==> config.mk <==
export PLATFORM = sky130hd
export DESIGN_NAME = arbitro_ram_flat
export DESIGN_NICKNAME = d
export VERILOG_FILES = /design/src/rtl/drum_pkg.sv /design/src/rtl/arbitro_ram_if.sv /design/src/rtl/arbitro_ram.sv /design/src/flat_wrapper.sv
export SDC_FILE = /design/constraint.sdc
export NUM_CORES = 1
export LEC_CHECK = 0
export BUFFER_PORTS_ARGS = -buffer_cell sky130_fd_sc_hd__buf_4
export CELL_PAD_IN_SITES_DETAIL_PLACEMENT = 1
export CELL_PAD_IN_SITES_GLOBAL_PLACEMENT = 1
export CORE_MARGIN = 4
export CORE_UTILIZATION = 34
export DETAILED_ROUTE_END_ITERATION = 8
export GPL_ROUTABILITY_DRIVEN = 0
export MAX_ROUTING_LAYER = met4
export PLACE_DENSITY_LB_ADDON = 0.1
export SETUP_SLACK_MARGIN = 0.05
export SLEW_MARGIN = 30
export SYNTH_ARGS = -nofsm -noshare
export SYNTH_HDL_FRONTEND = slang
export SYNTH_SLANG_ARGS = --single-unit
==> constraint.sdc <==
create_clock -name clk -period 3.3 [get_ports clk]
set_input_delay 0.495 -clock clk [delete_from_list [all_inputs] [get_ports clk]]
set_output_delay 0.495 -clock clk [all_outputs]
set_load 0.01 [all_outputs]
==> src/rtl/drum_pkg.sv <==
// drum_pkg: shared PSRAM geometry, access timing defaults and arbiter types
package drum_pkg;
  localparam int RAM_ADDR_W = 26;
  localparam int RAM_DATA_W = 16;
  localparam int WAIT_CYCLES_DEF = 4;
  localparam int STARVE_MAX_DEF = 3;
  typedef enum logic [2:0] {S_IDLE, S_SETUP, S_WAIT, S_CAPTURE, S_RECOVER} state_t;
  typedef enum logic {OWN_AUDIO, OWN_NOTAS} owner_t;
endpackage

==> src/rtl/arbitro_ram_if.sv <==
// arbitro_ram_if: requester handshakes and PSRAM read bus shared by the arbiter
// audio_*/notas_*: req + addr from requesters, ack + data back
// ram_*: address, data-in and active-low strobes towards the PSRAM
// busy: arbiter is running an access
// slave: arbiter side; master: requester/RAM environment side
interface arbitro_ram_if
  import drum_pkg::*;
#(
  parameter int ADDR_W = RAM_ADDR_W,
  parameter int DATA_W = RAM_DATA_W
);
  logic audio_req;
  logic [ADDR_W-1:0] audio_addr;
  logic audio_ack;
  logic [DATA_W-1:0] audio_data;
  logic notas_req;
  logic [ADDR_W-1:0] notas_addr;
  logic notas_ack;
  logic [DATA_W-1:0] notas_data;
  logic [ADDR_W-1:0] ram_addr;
  logic [DATA_W-1:0] ram_data_in;
  logic ram_ce_n;
  logic ram_oe_n;
  logic ram_we_n;
  logic busy;
  modport slave (
    input audio_req, audio_addr, notas_req, notas_addr, ram_data_in,
    output audio_ack, audio_data, notas_ack, notas_data,
    output ram_addr, ram_ce_n, ram_oe_n, ram_we_n, busy
  );
  modport master (
    output audio_req, audio_addr, notas_req, notas_addr, ram_data_in,
    input audio_ack, audio_data, notas_ack, notas_data,
    input ram_addr, ram_ce_n, ram_oe_n, ram_we_n, busy
  );
endinterface

==> src/rtl/arbitro_ram.sv <==
// arbitro_ram: read-only PSRAM arbiter between audio and note fetchers
// clk: 50 MHz system clock; reset: synchronous active-high
// bus (slave): requester req/addr in, ack/data out; PSRAM addr/strobes out,
//   data in; busy high whenever an access is in progress
module arbitro_ram
  import drum_pkg::*;
#(
  parameter int ADDR_W = RAM_ADDR_W,
  parameter int DATA_W = RAM_DATA_W,
  parameter int WAIT_CYCLES = WAIT_CYCLES_DEF,
  parameter int STARVE_MAX = STARVE_MAX_DEF
) (
  input logic clk,
  input logic reset,
  arbitro_ram_if.slave bus
);
  state_t state, state_nx;
  owner_t owner;
  logic [3:0] wcnt;
  logic [1:0] starve;
  logic [ADDR_W-1:0] addr_q;
  logic [DATA_W-1:0] audio_q, notas_q;
  logic grant_any, grant_notas;
  // notes only beats audio when audio is absent or has used up its streak
  always_comb begin
    grant_any = bus.audio_req || bus.notas_req;
    grant_notas = bus.notas_req && (!bus.audio_req || starve == 2'(STARVE_MAX));
    state_nx = state == S_IDLE ? (grant_any ? S_SETUP : S_IDLE) :
               state == S_SETUP ? S_WAIT :
               state == S_WAIT ? (wcnt == 4'(WAIT_CYCLES - 1) ? S_CAPTURE : S_WAIT) :
               state == S_CAPTURE ? S_RECOVER : S_IDLE;
  end
  always_ff @(posedge clk) begin
    if (reset) begin
      state <= S_IDLE;
      owner <= OWN_AUDIO;
      wcnt <= '0;
      starve <= '0;
      addr_q <= '0;
      audio_q <= '0;
      notas_q <= '0;
    end else begin
      state <= state_nx;
      wcnt <= (state == S_WAIT) ? wcnt + 4'd1 : 4'd0;
      if (state == S_IDLE && grant_any) begin
        owner <= grant_notas ? OWN_NOTAS : OWN_AUDIO;
        addr_q <= grant_notas ? bus.notas_addr : bus.audio_addr;
      end
      // a pending notes request that loses in IDLE means audio was granted
      if (state == S_IDLE)
        starve <= (grant_notas || !bus.notas_req) ? 2'd0 :
                  (starve == 2'(STARVE_MAX)) ? starve : starve + 2'd1;
      if (state == S_CAPTURE && owner == OWN_AUDIO) audio_q <= bus.ram_data_in;
      if (state == S_CAPTURE && owner == OWN_NOTAS) notas_q <= bus.ram_data_in;
    end
  end
  assign bus.ram_addr = addr_q;
  assign bus.ram_ce_n = !(state == S_SETUP || state == S_WAIT || state == S_CAPTURE);
  assign bus.ram_oe_n = !(state == S_WAIT || state == S_CAPTURE);
  assign bus.ram_we_n = 1'b1;
  assign bus.busy = state != S_IDLE;
  assign bus.audio_ack = state == S_RECOVER && owner == OWN_AUDIO;
  assign bus.notas_ack = state == S_RECOVER && owner == OWN_NOTAS;
  assign bus.audio_data = audio_q;
  assign bus.notas_data = notas_q;
endmodule

==> src/flat_wrapper.sv <==
// flat-port wrapper written by rule: the top's interface ports become plain ports
module arbitro_ram_flat import drum_pkg::*;
#(
  parameter int ADDR_W = RAM_ADDR_W,
  parameter int DATA_W = RAM_DATA_W,
  parameter int WAIT_CYCLES = WAIT_CYCLES_DEF,
  parameter int STARVE_MAX = STARVE_MAX_DEF
)
  (clk, reset, bus_audio_req, bus_audio_addr, bus_notas_req, bus_notas_addr, bus_ram_data_in, bus_audio_ack, bus_audio_data, bus_notas_ack, bus_notas_data, bus_ram_addr, bus_ram_ce_n, bus_ram_oe_n, bus_ram_we_n, bus_busy);
  arbitro_ram_if #(.ADDR_W(ADDR_W), .DATA_W(DATA_W)) bus_i ();
  input logic clk;
  input logic reset;
  input wire logic [$bits(bus_i.audio_req)-1:0] bus_audio_req;
  input wire logic [$bits(bus_i.audio_addr)-1:0] bus_audio_addr;
  input wire logic [$bits(bus_i.notas_req)-1:0] bus_notas_req;
  input wire logic [$bits(bus_i.notas_addr)-1:0] bus_notas_addr;
  input wire logic [$bits(bus_i.ram_data_in)-1:0] bus_ram_data_in;
  output wire logic [$bits(bus_i.audio_ack)-1:0] bus_audio_ack;
  output wire logic [$bits(bus_i.audio_data)-1:0] bus_audio_data;
  output wire logic [$bits(bus_i.notas_ack)-1:0] bus_notas_ack;
  output wire logic [$bits(bus_i.notas_data)-1:0] bus_notas_data;
  output wire logic [$bits(bus_i.ram_addr)-1:0] bus_ram_addr;
  output wire logic [$bits(bus_i.ram_ce_n)-1:0] bus_ram_ce_n;
  output wire logic [$bits(bus_i.ram_oe_n)-1:0] bus_ram_oe_n;
  output wire logic [$bits(bus_i.ram_we_n)-1:0] bus_ram_we_n;
  output wire logic [$bits(bus_i.busy)-1:0] bus_busy;
  assign bus_i.audio_req = bus_audio_req;
  assign bus_i.audio_addr = bus_audio_addr;
  assign bus_i.notas_req = bus_notas_req;
  assign bus_i.notas_addr = bus_notas_addr;
  assign bus_i.ram_data_in = bus_ram_data_in;
  assign bus_audio_ack = bus_i.audio_ack;
  assign bus_audio_data = bus_i.audio_data;
  assign bus_notas_ack = bus_i.notas_ack;
  assign bus_notas_data = bus_i.notas_data;
  assign bus_ram_addr = bus_i.ram_addr;
  assign bus_ram_ce_n = bus_i.ram_ce_n;
  assign bus_ram_oe_n = bus_i.ram_oe_n;
  assign bus_ram_we_n = bus_i.ram_we_n;
  assign bus_busy = bus_i.busy;
  arbitro_ram #(.ADDR_W(ADDR_W), .DATA_W(DATA_W), .WAIT_CYCLES(WAIT_CYCLES), .STARVE_MAX(STARVE_MAX)) u_core (.clk(clk), .reset(reset), .bus(bus_i));
endmodule
======== Word-level counts from Yosys, hierarchy flattened ========
Cells that the tools add are included.
operators by class
  $add $sub $neg .......................... 2
  equal/unequal tests ..................... 7
  mux-type cells .......................... 10
  reduce and logical (&&, ||, !) cells .... 20
  bitwise operators ....................... 2
operator list
  cell                                                    number
  2-to-1 mux 26 bit                                       1
  2-to-1 mux 3 bit                                        4
  == test 3 x 2 -> 1 bit (second input constant)          2
  logical AND 1 bit                                       6
  logical OR 1 bit                                        6
  adder 4 x 1 -> 4 bit (second input constant)            1
  == test 4 x 2 -> 1 bit (second input constant)          1
  zero test 1 bit                                         4
  2-to-1 mux 2 bit                                        2
  == test 3 x 1 -> 1 bit (second input constant)          1
  == test 3 bit (second input constant)                   1
  zero test 3 bit                                         1
  2-to-1 mux 1 bit                                        3
  nonzero test 3 bit                                      1
  adder 2 x 1 -> 2 bit (second input constant)            1
  == test 2 bit (second input constant)                   1
  inequality test 2 x 1 -> 1 bit (second input constant)  1
  inverter 1 bit                                          2
  AND reduction 2 bit                                     1
  OR reduction 2 bit                                      1
word-level totals
  output and inout port bits .............. 64
  input port bits ......................... 72
  register bits ........................... 68

======== Logic depth before layout (Yosys ltp) ========
Gate-level depths: netlist of the first run.
  depth after elaboration ................. 6
  gate-level depth with buffers ........... 6
  depth with buffers taken out ............ 4

======== Worst setup path after synthesis of the first run ========
No wires, ideal clock.
  path kind ............................... register -> output
  from .................................... register u_core.state[1]
  to ...................................... output bus_busy
  stages on the path, launching flop included .. 5
  arrival time ............................ 0.912 ns
  data required time ...................... 2.805 ns
  buffers on the path ..................... 2
  slack ................................... 1.893 ns
  cell sequence ........................... dfxtp_1 -> buf_2 -> nor3_4 -> inv_2 -> buf_2
between the ends
  cells in the longest elaborated chain, start to end .. 1
ends and longest elaborated chain
  element                 RTL line            RTL
  start, declared         arbitro_ram.sv:17   state_t state, state_nx;
  start signal, assigned  arbitro_ram.sv:43   state <= state_nx;
  nonzero test 3 bit      arbitro_ram.sv:61   assign bus.busy = state != S_IDLE;
  end, declared           flat_wrapper.sv:26  output wire logic [$bits(bus_i.busy)-1:0] bus_busy;
Every way passes these cells.

======== Worst setup path in the final report of the first run ========
  from .................................... register u_core.state[0]
  to ...................................... output bus_busy
Same word-level chain as after synthesis.

==> impl_results.md, run 1 <==
* Status: completed
* Worst path arrival time at around 1900 ps
* Seq cells post-synth at 68
* Top_reg_cell synth: dfxtp_1
* Post-CTS resize count at 0
* Chip width at slightly below 100 µm
* Area of the multi-input gates at ~1300 µm²
* CTS H-tree lvls at 3
* Max cap viols at 0
* Worst setup margin at around 940 ps
* Number of flops mapped to enable cells by yosys at 0
* Row cnt at 32
* Cell chain of the critical path: nor3_4 -> buf_4 -> inv_2 -> buf_4
* CP most frequent cell: buf_4
* Syn_nets at roughly 420
* Post-Route Skew at 7.446 ps
* Clk slew on worst S/H paths at 70 ps
* First-pass GRT wire length at ~15000 µm
* Root buf cell: clkbuf_8
* Placed Instance Area at around 3800 µm²
* Period utilisation layout at 71.60%
* Post-synthesis instance total at approximately 350
* Final WL at 9240 µm
* Synth Warn # at 0
* Share of cells above drive strength 1 at roughly a third
* I/O pin cnt at roughly 140
* Place WS at between 1000 and 1500 ps
* Power Dens Cells at roughly 530 nW/µm²
* FFs w/ async S/R, synth at 0%
* Initial DRC Count at just over 90
* Starting density of the core at 35.61%
* R2R Setup Slk at 1100 ps
* Initial antenna violation count at 0
* Area leader, netlist: dfxtp_1
* Worst setup path class: reg -> out
* Register area at 1361 µm²
* Tot Pwr at around 2.1 mW
* Worst-Margin Slew at approximately 830 ps
* Hold Path Class: in -> reg
* GRT Overall Usage at 18.91%
* CTS max path bufs at 2
* Peak VDD IR at around 280 µV
* Fill cells at between 900 and 1k
* Final min period at approximately 2400 ps
* Num CTS Buffers at 9
* CTS tree: done
* # hold bufs at CTS at 0
* Slew Limit Fails at 0
* Tightest hold margin at between 400 and 500 ps
* Die Y-Extent at between 90 and 100 µm
* Critical Path Max Stage Delay at ~510 ps
* Area share of the largest cell type after synthesis at roughly half
* Worst-path maximum fanout at 35
* Maximum number of pins on one net before global-route repair at 66
* RSZ-0062 raised after global routing: no
* Setup TNS at 0 ps
* Final instance area at 3988 µm²
* Synth unique cells at 36
* Total number of vias at around 3k
* Vias in the first global route at between 3k and 4k
* Max-Slew Margin vs Limit at 44.62%
* Post-Syn Area at about 2800 µm²
* Fraction of the yosys area taken by sequential cells at between 40% and 50%
* Setup Buffers After CTS at 0
* Critical Path RT at about 2800 ps
* PortBufs at 134
* Die area at 9780 µm²
* Area contributors post-synth: dfxtp_1 48%, nor4_1 11%, a21oi_1 11%, nand2_1 9.1%, nor3_1 4.6%
* Residual antenna-violating net count after detailed routing at 0
* Core region area at approximately 7900 µm²
* Final HPWL DP at 6433 µm
* Drt first pass iters at 4
* Worst-skew pair later-pin latency at 320 ps
* Final hold violations at 0
* Crit path launch type: flop
* Leakage at between 1.5 and 2 nW
* GRT overflow at 0
* Clock sink count at roughly 70
* Layout Nets at roughly 530
* Avg Inst Size Synth at roughly 8.1 µm²
* Routed WL per cell at ~16 µm
* N_diodes at 0
* Final setup viols at 0
* Remaining design rule violation count at 0
* Setup crit end kind: primary output
* Cell with the largest stage delay on the worst path: dfxtp_1
* Area growth syn-to-layout at 41.96%
* Vias per cell at 5.309
* F_max at about 0.42 GHz
## critical path, delay by kind of cell (launching register included)
family | cells | cell delay (ps)
buf+inv | 3 | 960
flops | 1 | 510
simple gates | 1 | 70
## per-stage QoR
step,instances,utilization [%]
floorplan,348,-
global placement,551,48.22
detailed placement,551,48.22
CTS,566,50.56
global route,566,50.56
finish,566,50.56
## final timing paths
check | from | to | depth (start not counted)
hold / removal | bus_ram_data_in[3] | u_core.bus.notas_data[3] | 3
hold reg to reg | u_core.wcnt[0] | u_core.wcnt[0] | 1
setup reg to reg | u_core.state[0] | u_core.bus.ram_addr[1] | 6
setup / recovery | u_core.state[0] | bus_busy | 4
## registers in the layout, indices dropped and copies added, names as in the netlist
register / cells
u_core.bus.ram_addr: 26
u_core.bus.audio_data: 16
u_core.bus.notas_data: 16
u_core.wcnt: 4
u_core.state: 3
u_core.starve: 2
u_core.owner: 1
## cell usage in the layout, fill, tap and decap left out, drive strengths merged, types with 2 or more instances in the layout
cell type	n
clkinv	2
nor2	6
nand2	68
ha	2
inv	3
or2	2
nor4	50
a21oi	61
or3	2
buf	138
nand4b	2
nor3	27
xnor2	2
dfxtp	68
clkbuf	13
## power breakdown
group | switching, mW | total, mW | leakage (nW) | internal, mW
clock | 0.287 | 0.653 | 0.0935 | 0.366
sequential | 0.0492 | 0.941 | 0.556 | 0.892
combinational | 0.279 | 0.514 | 0.980 | 0.234
## layer usage
layer	share of wire, %	GRT usage [%]	vias to the layer above
li1	-	-	1464
met1	44	23.95	1421
met2	47	29.96	109
met3	7.8	4.671	11
met4	1.4	5.357	0
met5	0	-	-
## cells in the mapped netlist (2+ instances only)
cell type	count
buf_4	3
nand4b_1	2
clkbuf_2	3
a21oi_1	61
or2_2	2
or3_1	2
nor4_1	50
inv_1	2
buf_2	19
xnor2_1	2
dfxtp_1	68
nor2_1	6
clkbuf_1	12
nor3_1	26
ha_1	2
nand2_1	68
## cell type report
cell class	instances	area share (%)
multi-input combinational	239	31.69
clock inverter	2	0.8786
timing repair buffer	138	25.98
clock buffer	13	3.734
sequential	68	34.14
inverter	4	0.3765
tap	102	3.200
## logic make-up after synthesis
| kind of cell | after synthesis | synth area share, % |
|---|---|---|
| XOR/XNOR | 3 | 0.9356 |
| AND/OR/NAND/NOR | 167 | 30.51 |
| adder cells (fa/ha/maj) | 2 | 0.8907 |
| AO/OA/AOI/OAI | 66 | 12.20 |
| other | 1 | 0.1335 |
| buffers and inverters | 41 | 6.859 |
| flip-flops | 68 | 48.46 |
Note: power is estimated with default switching activity, not from simulation.
==> run 2, diff against run 1 <==
--- a/config.mk
+++ b/config.mk
@@ -9,7 +9,7 @@
 export CELL_PAD_IN_SITES_DETAIL_PLACEMENT = 1
 export CELL_PAD_IN_SITES_GLOBAL_PLACEMENT = 1
 export CORE_MARGIN = 4
-export CORE_UTILIZATION = 34
+export CORE_UTILIZATION = 29
 export DETAILED_ROUTE_END_ITERATION = 8
 export GPL_ROUTABILITY_DRIVEN = 0
 export MAX_ROUTING_LAYER = met4
==> constraint.sdc (replaced) <==
create_clock -name clk -period 2.11 [get_ports clk]
set_input_delay 0.3165 -clock clk [delete_from_list [all_inputs] [get_ports clk]]
set_output_delay 0.3165 -clock clk [all_outputs]
set_load 0.01 [all_outputs]
==> run 2 against run 1 <==
Net effect:
- cell count rose by 6.7%
- global-route usage fell by 0.74 points
- sequential share of layout area fell by 1.4 points
- critical path type unchanged
- cell area rose by 4.3%
- power rose by 68%
==> impl_results.md, run 2 (synthesis results as in run 1) <==
* Worst-skew pair later-pin latency at 340 ps (was 320 ps)
* Status: completed (unchanged)
* Share of cells above drive strength 1 at 36.21% (was 34.05%)
* Root buf cell: clkbuf_8 (unchanged)
* Clock sink count at 68 (unchanged)
* Die Y-Extent at 106.4 µm (was 98.90 µm)
* Setup TNS at 0 ps (unchanged)
* Initial DRC Count at 92 (unchanged)
* Total number of vias at 2946 (was 3005)
* Critical Path Max Stage Delay at 540 ps (was 510 ps)
* FF-to-FF Start: u_core.starve[0] (was u_core.state[0])
* Power Dens Cells at 849.0 nW/µm² (was 528.6 nW/µm²)
* Peak VDD IR at 339.3 µV (was 275.5 µV)
* N_diodes at 0 (unchanged)
* Final HPWL DP at 7060 µm (was 6433 µm)
* Die area at 11320 µm² (was 9780 µm²)
* Slew Limit Fails at 0 (unchanged)
* Final hold violations at 0 (unchanged)
* CTS H-tree lvls at 3 (unchanged)
* Worst path depth at 4 (unchanged)
* Remaining design rule violation count at 0 (unchanged)
* Hold Path Class: in -> reg (unchanged)
* I/O pin cnt at 136 (unchanged)
* Fill cells at 1178 (was 990)
* Reg2reg path depth at 5 (was 6)
* Layout Nets at 544 (was 534)
* Drt first pass iters at 4 (unchanged)
* Hold Path Stages at 3 (unchanged)
* Setup crit end kind: primary output (unchanged)
* F_max at ~0.56 GHz
* Final min period at roughly 1800 ps
* Register area at 1361 µm² (unchanged)
* Vias in the first global route at 3131 (was 3018)
* Cell family with most CP delay: flip-flops (was buffers and inverters)
* CP bufs+invs at 3 (unchanged)
* Worst-path maximum fanout at 55 (was 35)
* Setup Buffers After CTS at 0 (unchanged)
* Worst-Margin Slew at 550.0 ps (was 825.6 ps)
* Clk slew on worst S/H paths at 80 ps (was 70 ps)
* PortBufs at 134 (unchanged)
* Final setup viols at 0 (unchanged)
* Row cnt at 35 (was 32)
* CTS max path bufs at 2 (unchanged)
* Worst setup path class: reg -> out (unchanged)
* Final WL at 9886 µm (was 9240 µm)
* Chip width at 106.4 µm (was 98.90 µm)
* Cell chain of the critical path: nor3_4 -> inv_2 -> buf_12 -> buf_4 (was nor3_4 -> buf_4 -> inv_2 -> buf_4)
* Initial antenna violation count at 0 (unchanged)
* Routed WL per cell at 16.37 µm (was 16.33 µm)
* Post-CTS resize count at 0 (unchanged)
* CTS tree: done (unchanged)
* Area of the multi-input gates at 1272 µm² (was 1264 µm²)
* Vias per cell at 4.877 (was 5.309)
* Area growth syn-to-layout at 48.06% (was 41.96%)
* Commonest non-fill, non-tap cells in the layout: 147 x buf_4, 68 x nand2_1, 68 x dfxtp_1 (was 138 x buf_4, 68 x nand2_1, 68 x dfxtp_1)
* Core region area at 9328 µm² (was 7888 µm²)
* RSZ-0062 raised after global routing: no (unchanged)
* Cell with the largest stage delay on the worst path: dfxtp_1 (unchanged)
* Place WS at 585.1 ps (was 1137 ps)
* Maximum number of pins on one net before global-route repair at 56 (was 66)
* # hold bufs at CTS at 0 (unchanged)
* Max reg flops at 26 (unchanged)
* Post-Route Skew at 10.86 ps (was 7.446 ps)
* First-pass GRT wire length at 15990 µm (was 14710 µm)
* Period utilisation layout at between 80% and 90%
* Max cap viols at 0 (unchanged)
* Num CTS Buffers at 9 (unchanged)
* Worst path arrival time at 1470 ps (was 1870 ps)
* GRT Overall Usage at 18.17% (was 18.91%)
* Most common cell after layout, fill and taps aside: buf_4 (unchanged)
* Max-Slew Margin vs Limit at 63.34% (was 44.62%)
* GRT overflow at 0 (unchanged)
* Critical Path RT at 1790 ps (was 2800 ps)
* Leakage at 1.704 nW (was 1.629 nW)
* Worst Hold Launch: bus_ram_data_in[12] (was bus_ram_data_in[3])
* Hold Path End: u_core.bus.notas_data[12] (was u_core.bus.notas_data[3])
* Crit path launch type: flop (unchanged)
* Residual antenna-violating net count after detailed routing at 0 (unchanged)
* Reg2reg end: u_core.bus.ram_addr[6] (was u_core.bus.ram_addr[1])
* Starting density of the core at 30.11% (was 35.61%)
* R2R Setup Slk at 590 ps (was 1100 ps)
* Worst setup margin at 327.0 ps (was 937.2 ps)
[run 2: worst max-delay path by stage]
stage               startpoint                      end  slack [ps]
2_1_floorplan  u_core.state[1]  u_core.bus.ram_addr[25]         780
3_3_place_gp     bus_notas_req  u_core.bus.ram_addr[12]         640
3_5_place_dp     bus_notas_req   u_core.bus.ram_addr[8]         590
4_1_cts        u_core.state[2]                 bus_busy         310
5_1_grt        u_core.state[2]                 bus_busy         200
6_report       u_core.state[0]                 bus_busy         330
[run 2: area by class of cell]
| class | count | share of cell area [%] |
|---|---|---|
| Sequential cell | 68 | 32.73 |
| Multi-Input combinational cell | 239 | 30.60 |
| Timing Repair Buffer | 148 | 27.02 |
| Tap cell | 129 | 3.881 |
| Clock buffer | 10 | 3.309 |
| Clock inverter | 6 | 2.106 |
| Inverter | 4 | 0.3610 |
[run 2: report_power, final]
group	switching (mW)	internal [mW]	total, mW	leakage [nW]
Sequential	0.0833	1.39	1.48	0.556
Clock	0.512	0.698	1.21	0.116
Combinational	0.444	0.399	0.844	1.03
Total	1.04	2.49	3.53	1.70
[run 2: stage by stage]
stage | area, µm² | util [%] | hold slack (ps) | cells | total power, mW
CTS | 4159 | 44.59 | 208.5 | 604 | 3.584
global placement | 3934 | 42.17 | 429.5 | 588 | 2.339
finish | 4159 | 44.59 | 227.3 | 604 | 3.531
global route | 4159 | 44.59 | 209.5 | 604 | 3.739
floorplan | 2809 | - | 417.5 | 348 | 1.937
detailed placement | 3934 | 42.17 | 448.8 | 588 | 2.357
[run 2: routing by layer]
| metal | vias to the layer above | track usage, % | wire length (µm) | part of all wire [%] |
|---|---|---|---|---|
| met3 | 10 | 4.007 | 615 | 6.2 |
| met2 | 93 | 29.46 | 4806 | 49 |
| met1 | 1365 | 22.32 | 4327 | 44 |
| met5 | - | - | 0 | 0 |
| li1 | 1478 | - | - | - |
| met4 | 0 | 6.575 | 137 | 1.4 |
[run 2: tightest hold or removal path, delay by kind of cell]
kind	cells	cell delay (ps)
buffers and inverters	1	110
and+or+nand+nor	1	50
AOI/OAI and AO/OA	1	50
